## config.mk

```make
export PLATFORM = sky130hd
export DESIGN_NAME = sync_fifo_prog
export DESIGN_NICKNAME = d
export VERILOG_FILES = /design/src/rtl/sync_fifo_prog.sv
export SDC_FILE = /design/constraint.sdc
export NUM_CORES = 1
export LEC_CHECK = 0
export CAP_MARGIN = 20
export CORE_UTILIZATION = 25
export CTS_CLUSTER_DIAMETER = 30
export DETAILED_ROUTE_END_ITERATION = 6
export GPL_TIMING_DRIVEN = 0
export PLACE_DENSITY = 0.43
export SLEW_MARGIN = 20
export SYNTH_ARGS = -nofsm -noshare
export SYNTH_HDL_FRONTEND = slang
export SYNTH_SLANG_ARGS = --single-unit
```

## constraint.sdc

```tcl
create_clock -name clk -period 3.3 [get_ports clk]
set_input_delay 0.33 -clock clk [delete_from_list [all_inputs] [get_ports clk]]
set_output_delay 0.33 -clock clk [all_outputs]
set_load 0.02 [all_outputs]
```

## src/rtl/sync_fifo_prog.sv

```systemverilog
// Single-clock FIFO with programmable almost-full/almost-empty flags, occupancy and sticky error flags.
// Latency: registered read data one cycle after rinc; `define SYNC_FIFO_FWFT_EN for first-word-fall-through.
// Backpressure: writes are dropped while wfull and reads while rempty, latching overflow/underflow.
module sync_fifo_prog #(
  parameter int DSIZE     = 8,
  parameter int ASIZE     = 4,
  parameter int AFULL_TH  = 14,
  parameter int AEMPTY_TH = 2
) (
  input  logic             clk,
  input  logic             rst_n,
  input  logic [DSIZE-1:0] wdata,
  input  logic             winc,
  output logic             wfull,
  output logic             walmost_full,
  input  logic             rinc,
  output logic [DSIZE-1:0] rdata,
  output logic             rempty,
  output logic             ralmost_empty,
  output logic [ASIZE:0]   level,
  output logic             overflow,
  output logic             underflow,
  input  logic             err_clr
);

  localparam int             DEPTH    = 1 << ASIZE;
  localparam logic [ASIZE:0] DEPTH_L  = (ASIZE+1)'(DEPTH);
  localparam logic [ASIZE:0] AFULL_L  = (ASIZE+1)'(AFULL_TH);
  localparam logic [ASIZE:0] AEMPTY_L = (ASIZE+1)'(AEMPTY_TH);

  logic [DSIZE-1:0] mem [DEPTH];
  logic [ASIZE:0]   wptr;
  logic [ASIZE:0]   rptr;
  logic             wr_acc;
  logic             rd_acc;

  // The extra pointer bit lets plain subtraction distinguish full from empty.
  assign level         = wptr - rptr;
  assign wfull         = (level == DEPTH_L);
  assign rempty        = (level == '0);
  assign walmost_full  = (level >= AFULL_L);
  assign ralmost_empty = (level <= AEMPTY_L);

  assign wr_acc = winc & ~wfull;
  assign rd_acc = rinc & ~rempty;

  always_ff @(posedge clk) begin
    if (wr_acc) begin
      mem[wptr[ASIZE-1:0]] <= wdata;
    end
  end

  always_ff @(posedge clk or negedge rst_n) begin
    if (!rst_n) begin
      wptr <= '0;
      rptr <= '0;
    end else begin
      if (wr_acc) wptr <= wptr + 1'b1;
      if (rd_acc) rptr <= rptr + 1'b1;
    end
  end

  // A fresh error in the same cycle outranks err_clr.
  always_ff @(posedge clk or negedge rst_n) begin
    if (!rst_n) begin
      overflow  <= 1'b0;
      underflow <= 1'b0;
    end else begin
      if (winc && wfull)  overflow <= 1'b1;
      else if (err_clr)   overflow <= 1'b0;
      if (rinc && rempty) underflow <= 1'b1;
      else if (err_clr)   underflow <= 1'b0;
    end
  end

`ifdef SYNC_FIFO_FWFT_EN
  assign rdata = mem[rptr[ASIZE-1:0]];
`else
  always_ff @(posedge clk or negedge rst_n) begin
    if (!rst_n) begin
      rdata <= '0;
    end else if (rd_acc) begin
      rdata <= mem[rptr[ASIZE-1:0]];
    end
  end
`endif

endmodule
```

==> qor.json, run 1 <==
{
  "synthesis.area_per_instance_um2": 19.5,
  "outcome": "finished clean",
  "clock_tree.root_cell": "sky130_fd_sc_hd__clkbuf_16",
  "final_common_cell": "sky130_fd_sc_hd__edfxtp_1",
  "cts_buffers": 17,
  "max_cap_violations": 0,
  "critPathMaxStageDelay_ns": 0.53,
  "grt_pass1_vias": 3250,
  "routed_via_density": 4.36,
  "synth.mux.area_fraction_pct": 14.3,
  "final_setup_violating_endpoints": 0,
  "post-route-min-period_ns": 3.14,
  "synth.ff_latch_count": 148,
  "cts_tree": "done",
  "post_synth_fa_ha_maj_area_fraction_pct": 2.23,
  "design.core.area_mm2": 0.0234,
  "ordered_cell_list_for_the_critical_path": "clkbuf_8 -> inv_1 -> fa_2 -> nor4_2 -> mux2i_2 -> nor2_1 -> dlygate4sd2_1",
  "post_synth_inst_count": 305,
  "seq_area_mm2": 0.00435,
  "critical_path_slowest_stage_cell": "sky130_fd_sc_hd__fa_2",
  "yosysWarnings": 0,
  "totalNegativeSetupSlack_ns": 0,
  "grt_max_degree": 21,
  "powerDensity_mw_per_mm2": 1020,
  "cp_endpoint_kind": "output pin",
  "detailroute.via_count": 3017,
  "ys_async_sr_fraction_pct": 13.5,
  "insertedDiodeCount": 0,
  "peakVddDrop_uv": 407,
  "fp.dieArea_mm2": 0.0244,
  "layout_common_cells": "128 x sky130_fd_sc_hd__edfxtp_1, 32 x sky130_fd_sc_hd__mux4_2, 25 x sky130_fd_sc_hd__clkdlybuf4s50_1",
  "worst_skew_pair_later_pin_latency_ns": 0.42,
  "detail_route.wl_per_cell_um": 19.7,
  "mappedNetlistArea_mm2": 0.00596,
  "power_leakage_nw": 2.46,
  "critical_path_peak_fanout": 10,
  "final_net_count": 384,
  "cts_buffer_depth": 2,
  "wire_length_of_the_first_global_routing_pass_mm": 20.9,
  "detail_route.drc_violations": 0,
  "yosys.area_share.simple_pct": 3.61,
  "initial_utilization_pct": 25.4,
  "clkTransAtPathRegs_ns": 0.06,
  "worstSetupPathType": "flip-flop to output pin",
  "clock_power_share_pct": 25.7,
  "chipWidth_um": 156,
  "synth_sequential_area_ratio_pct": 72.9,
  "finClkSkew_ns": 0.00737,
  "cp_num_cells": 7,
  "synth_top_flop_cell": "sky130_fd_sc_hd__edfxtp_1",
  "setup.worst_path.start_class": "flip-flop",
  "antenna_found_initial": 0,
  "drv_slew": 0,
  "detailedPlacementHpwl_mm": 9.01,
  "ant_nets": 0,
  "numPortBuffers": 31,
  "global_route.overflow_total": 0,
  "die_height_um": 156,
  "htree_levels": 4,
  "final_hold_viol_count": 0,
  "p_sw_share_pct": 35.5,
  "timing.final.crit_share_pct": 95.2,
  "routabilityCongestion": 0.696,
  "power.internal_mw": 4.86,
  "worstPathRequired_ns": 2.97,
  "achievable-frequency_mhz": 318,
  "power.switching_mw": 2.68,
  "pwr-share-comb_pct": 40.8,
  "netlist-cell-type-count": 34,
  "multiInputGateArea_mm2": 0.00163,
  "groute.usage.overall_pct": 12.3,
  "rsz_0062_raised_after_global_routing": "false",
  "critical_path_buf_inv_count": 3,
  "synth_edf_count": 128,
  "power_frac_seq_pct": 33.5,
  "synth_top_family_by_area": "multiplexers",
  "synth_compound_gate_area_share_pct": 3.68,
  "areaGrowthSynthToFinish_pct": 24.5,
  "rows": 56,
  "worstRegToRegCells": 8,
  "worstHoldPathType": "primary input to asynchronous set/reset pin",
  "final_layout_size_suffix_gt1_share_pct": 30.3,
  "critPathTopFamily": "buffers and inverters",
  "detailedRoute.firstPassIterationCount": 4,
  "fill_cells": 2291,
  "synth_xor_area_share_pct": 1.89,
  "cp_data_arrival_time_ns": 2.81,
  "clock-sinks": 148,
  "worst_slew_pin_slew_ns": 0.772,
  "max_slew_margin_pct": 48.6,
  "final_core_occ_pct": 31.7,
  "net_count_after_synthesis": 328,
  "drtIter0Drc": 230,
  "routed_wl_mm": 13.6,
  "boundaryPins": 32
}
[cell families (layout without fill, tap and decap cells)]
logic type | count (synthesis) | after routing
buffers and inverters | 19 | 87
and+or+nand+nor | 41 | 41
xor gates and xnor gates | 12 | 12
AOI/OAI and AO/OA | 31 | 31
muxes | 44 | 44
DFF | 148 | 148
adders and majority gates | 10 | 10
[cell usage after synthesis, types with 2 or more instances]
cell | n | area [um^2]
sky130_fd_sc_hd__edfxtp_1 | 128 | 3840
sky130_fd_sc_hd__mux4_2 | 32 | 721
sky130_fd_sc_hd__dfrtp_1 | 20 | 500
sky130_fd_sc_hd__o22ai_1 | 16 | 100
sky130_fd_sc_hd__and3_1 | 12 | 75.1
sky130_fd_sc_hd__mux2_2 | 11 | 124
sky130_fd_sc_hd__nor2_1 | 11 | 41.3
sky130_fd_sc_hd__ha_1 | 9 | 113
sky130_fd_sc_hd__inv_1 | 9 | 33.8
sky130_fd_sc_hd__xnor2_1 | 7 | 61.3
sky130_fd_sc_hd__a21oi_1 | 5 | 25.0
sky130_fd_sc_hd__buf_2 | 5 | 25.0
sky130_fd_sc_hd__nand2_1 | 5 | 18.8
sky130_fd_sc_hd__clkbuf_1 | 4 | 15.0
sky130_fd_sc_hd__nor2b_1 | 4 | 25.0
sky130_fd_sc_hd__xor2_1 | 4 | 35.0
sky130_fd_sc_hd__nand4_1 | 3 | 18.8
sky130_fd_sc_hd__a22o_1 | 2 | 17.5
sky130_fd_sc_hd__nor4_1 | 2 | 12.5
sky130_fd_sc_hd__o211ai_1 | 2 | 15.0
[final timing paths]
check                               startpoint             endpoint  slack (ns)
hold / removal                           rst_n  rptr[2]$_DFFE_PN0P_        0.42
min in group clk           rptr[4]$_DFFE_PN0P_  rptr[4]$_DFFE_PN0P_        0.49
setup / recovery           rptr[1]$_DFFE_PN0P_                wfull        0.16
setup reg to reg           rptr[2]$_DFFE_PN0P_  mem[4][1]$_DFFE_PP_        0.18
hold reg to reg            rptr[4]$_DFFE_PN0P_  rptr[4]$_DFFE_PN0P_        0.49
max in group asynchronous                rst_n  rptr[2]$_DFFE_PN0P_        2.51
[registers in the layout (all words and copies together) (netlist names)]
name       count
mem          128
wptr           5
overflow       1
underflow      1
rptr           5
rdata          8
[routing by layer]
layer | vias up | global-route usage [%] | share of wire (%)
li1 | 1352 | - | -
met1 | 1612 | 15.4 | 45
met2 | 37 | 20.7 | 51
met3 | 16 | 2.58 | 2.2
met4 | 0 | 5.09 | 1.9
met5 | - | 0 | 0
[per-stage QoR]
| stage | total power [mW] | hold slack [ns] | area [um^2] | worst slack (ns) | cells |
|---|---|---|---|---|---|
| after floorplan | 4.42 | 0.0344 | 5960 | -0.00996 | 305 |
| after global placement | 5.50 | 0.476 | 6670 | -1.16 | 655 |
| after detailed placement | 5.54 | 0.486 | 6680 | -1.05 | 655 |
| after CTS | 7.55 | 0.499 | 7350 | -0.148 | 688 |
| after global routing | 7.96 | 0.461 | 7410 | 0.00324 | 692 |
| final | 7.54 | 0.420 | 7410 | 0.158 | 692 |
[power by group through the flow]
stage	clock [mW]	sequential [mW]	combinational [mW]
global placement	0	2.53	2.98
CTS	1.97	2.53	3.05
global route	2.05	2.57	3.35
floorplan	0	2.56	1.86
finish	1.94	2.53	3.08
detailed placement	0	2.54	3.00
[worst reg2reg max path: cells and delay by family, from the launching register on]
family | cells | cell delay (ns)
flip-flops | 1 | 0.55
buffers and inverters | 2 | 0.42
AND/OR/NAND/NOR | 2 | 0.48
adder cells (fa/ha/maj) | 1 | 0.38
XOR/XNOR | 1 | 0.37
AO/OA/AOI/OAI | 1 | 0.28
multiplexers | 1 | 0.34
[final cells by class]
type | count | share of cell area (%)
Clock buffer | 19 | 5.84
Buffer | 8 | 0.624
Clock inverter | 12 | 2.11
Inverter | 10 | 0.506
Sequential cell | 148 | 58.6
Tap cell | 319 | 5.38
Multi-Input combinational cell | 138 | 22.0
Timing Repair Buffer | 38 | 4.91
[what timing repair did]
action                     CTS  global route
hold endpoints to repair     0            20
gates resized for setup     29            10
hold buffers                 0             1
pin swaps                    1             1
setup endpoints to repair  148           100
setup buffers                3             3
Note: power is estimated with default switching activity, not from simulation.
==> run 2, diff against run 1 <==
--- a/config.mk
+++ b/config.mk
@@ -9,6 +9,7 @@
 export CORE_UTILIZATION = 25
 export CTS_CLUSTER_DIAMETER = 30
 export DETAILED_ROUTE_END_ITERATION = 6
+export GPL_ROUTABILITY_DRIVEN = 0
 export GPL_TIMING_DRIVEN = 0
 export PLACE_DENSITY = 0.43
 export SLEW_MARGIN = 20
==> results of run 2 <==
No change in the layout: final DEF, timing and power equal those of run 1.
==> run 3, diff against run 2 <==
--- a/config.mk
+++ b/config.mk
@@ -11,7 +11,7 @@
 export DETAILED_ROUTE_END_ITERATION = 6
 export GPL_ROUTABILITY_DRIVEN = 0
 export GPL_TIMING_DRIVEN = 0
-export PLACE_DENSITY = 0.43
+export PLACE_DENSITY = 0.42
 export SLEW_MARGIN = 20
 export SYNTH_ARGS = -nofsm -noshare
 export SYNTH_HDL_FRONTEND = slang
==> constraint.sdc (replaced) <==
create_clock -name clk -period 3.2 [get_ports clk]
set_input_delay 0.32 -clock clk [delete_from_list [all_inputs] [get_ports clk]]
set_output_delay 0.32 -clock clk [all_outputs]
set_load 0.02 [all_outputs]
==> run 3 against run 2 <==
  * Die area stayed put
  * Sequential share of layout area shrank 0.82 points
  * Combinational power is 15% higher
  * Largest cell class unchanged
  * First-iteration DRC count down 24%
  * Highest routed layer unchanged
  * Sequential power rose by 2%
  * Clock skew grew 0.0055 ns
  * Global-route usage decreased by 0.10 points
==> qor.json, run 3 (synthesized netlist as in run 1, its figures left out) <==
{
  "hold-worst-slack_ns": 0.418,
  "routed_wl_mm": 13.8,
  "layout.cells.non_filler": 704,
  "final_hold_viol_count": 0,
  "worstPathRequired_ns": 2.88,
  "detailedRoute.firstPassIterationCount": 4,
  "numPortBuffers": 31,
  "fill_cells": 2320,
  "layout_common_cells": "128 x sky130_fd_sc_hd__edfxtp_1, 32 x sky130_fd_sc_hd__mux4_2, 25 x sky130_fd_sc_hd__clkdlybuf4s50_1",
  "areaGrowthSynthToFinish_pct": 26.2,
  "global_route.overflow_total": 0,
  "setup.worst_path.start_class": "flip-flop",
  "clkTransAtPathRegs_ns": 0.06,
  "achievable-frequency_mhz": 322,
  "final_net_count": 395,
  "clock_tree.root_cell": "sky130_fd_sc_hd__clkbuf_16",
  "grt_pass1_vias": 3285,
  "crit-reg2reg-launch": "wptr[0]$_DFFE_PN0P_",
  "outcome": "finished clean",
  "detail_route.wl_per_cell_um": 19.6,
  "grt_max_degree": 21,
  "htree_levels": 4,
  "peakVddDrop_uv": 448,
  "powerDensity_mw_per_mm2": 1070,
  "post-route-min-period_ns": 3.10,
  "fp.dieArea_mm2": 0.0244,
  "totalNegativeSetupSlack_ns": 0,
  "worstHoldPathType": "primary input to asynchronous set/reset pin",
  "antenna_found_initial": 0,
  "detailedPlacementHpwl_mm": 9.13,
  "worst_case_setup_slack_after_placement_ns": -1.19,
  "capture_point_of_the_critical_path": "wfull",
  "regToRegSetupSlack_ns": 0.14,
  "worst_slew_pin_slew_ns": 0.724,
  "cts_buffer_depth": 2,
  "timing.rr.end": "mem[12][1]$_DFFE_PP_",
  "clock-sinks": 148,
  "cp_data_arrival_time_ns": 2.78,
  "detailroute.via_count": 3056,
  "wire_length_of_the_first_global_routing_pass_mm": 20.8,
  "groute.usage.overall_pct": 12.2,
  "drv_slew": 0,
  "final_setup_violating_endpoints": 0,
  "power_leakage_nw": 2.52,
  "die_height_um": 156,
  "largest_register_ff_count": 128,
  "worst_skew_pair_later_pin_latency_ns": 0.42,
  "max_slew_margin_pct": 51.8,
  "crit_path_start": "rptr[1]$_DFFE_PN0P_",
  "initial_utilization_pct": 25.4,
  "design.core.area_mm2": 0.0234,
  "worstSetupPathType": "flip-flop to output pin",
  "drtIter0Drc": 174,
  "final_layout_size_suffix_gt1_share_pct": 32.7,
  "ant_nets": 0,
  "final_common_cell": "sky130_fd_sc_hd__edfxtp_1",
  "rows": 56,
  "routed_via_density": 4.34,
  "critical_path_peak_fanout": 10,
  "insertedDiodeCount": 0,
  "rsz_0062_raised_after_global_routing": "true",
  "finClkSkew_ns": 0.0128,
  "final.setup.worst_slack_ns": 0.0963,
  "boundaryPins": 32,
  "max_cap_violations": 0,
  "cp_endpoint_kind": "output pin",
  "timing.final.crit_share_pct": 97.0,
  "chipWidth_um": 156,
  "place.detailed.instances": 655,
  "detail_route.drc_violations": 0,
  "worstRegToRegCells": 11,
  "cts_tree": "done",
  "cts_buffers": 17
}
-- run 3: layout make-up --
class	count	area, um^2	share of cell area [%]
sequential	148	4350	57.8
inverter	10	40.0	0.533
buffer	8	47.5	0.632
clock inverter	9	104	1.38
tap	319	399	5.31
timing repair buffer	49	453	6.02
clock buffer	23	478	6.36
multi-input combinational	138	1650	22.0
-- run 3: metrics by stage --
| step | utilization, % | cell area (um^2) | total power [mW] |
|---|---|---|---|
| 6_report | 32.1 | 7520 | 8.06 |
| 3_5_place_dp | 28.6 | 6690 | 5.77 |
| 2_1_floorplan | - | 5970 | 4.60 |
| 3_3_place_gp | 28.6 | 6680 | 5.74 |
| 5_1_grt | 32.1 | 7520 | 8.50 |
| 4_1_cts | 31.5 | 7370 | 7.81 |
-- run 3: repair_timing --
item | 4_1_cts | 5_1_grt
hold buffers | 0 | 1
resized for setup | 32 | 12
buffers inserted | 3 | 14
setup endpoints to repair | 151 | 125
pin swaps | 1 | 2
hold endpoints to repair | 0 | 20
-- run 3: critical path: stages (launching register included) --
cell                            delay [ns]
sky130_fd_sc_hd__dfrtp_1              0.40
sky130_fd_sc_hd__buf_8                0.16
sky130_fd_sc_hd__inv_1                0.15
sky130_fd_sc_hd__fa_2                 0.55
sky130_fd_sc_hd__nor4_2               0.37
sky130_fd_sc_hd__mux2i_2              0.21
sky130_fd_sc_hd__nor2_1               0.17
sky130_fd_sc_hd__dlygate4sd2_1        0.36
-- run 3: where the power goes --
| part | internal [mW] | total (mW) | switching, mW |
|---|---|---|---|
| combinational | 1.59 | 3.54 | 1.95 |
| clock | 1.20 | 1.94 | 0.739 |
| sequential | 2.42 | 2.58 | 0.165 |
| total | 5.21 | 8.06 | 2.85 |
-- run 3: routing by layer --
metal | track usage (%) | up-vias | share of wire (%)
met5 | 0 | - | 0
met4 | 4.34 | 0 | 1.3
met2 | 20.3 | 39 | 50
met3 | 2.63 | 14 | 2.1
met1 | 15.7 | 1632 | 46
li1 | - | 1371 | -
-- run 3: worst min path at each step --
| stage | end | cells past startpoint |
|---|---|---|
| finish | rdata[2]$_DFFE_PN0P_ | 2 |
| global route | rdata[7]$_DFFE_PN0P_ | 2 |
| CTS | rptr[4]$_DFFE_PN0P_ | 1 |
| detailed placement | rptr[4]$_DFFE_PN0P_ | 1 |
| global placement | rptr[4]$_DFFE_PN0P_ | 1 |
| floorplan | overflow$_DFFE_PN0P_ | 0 |
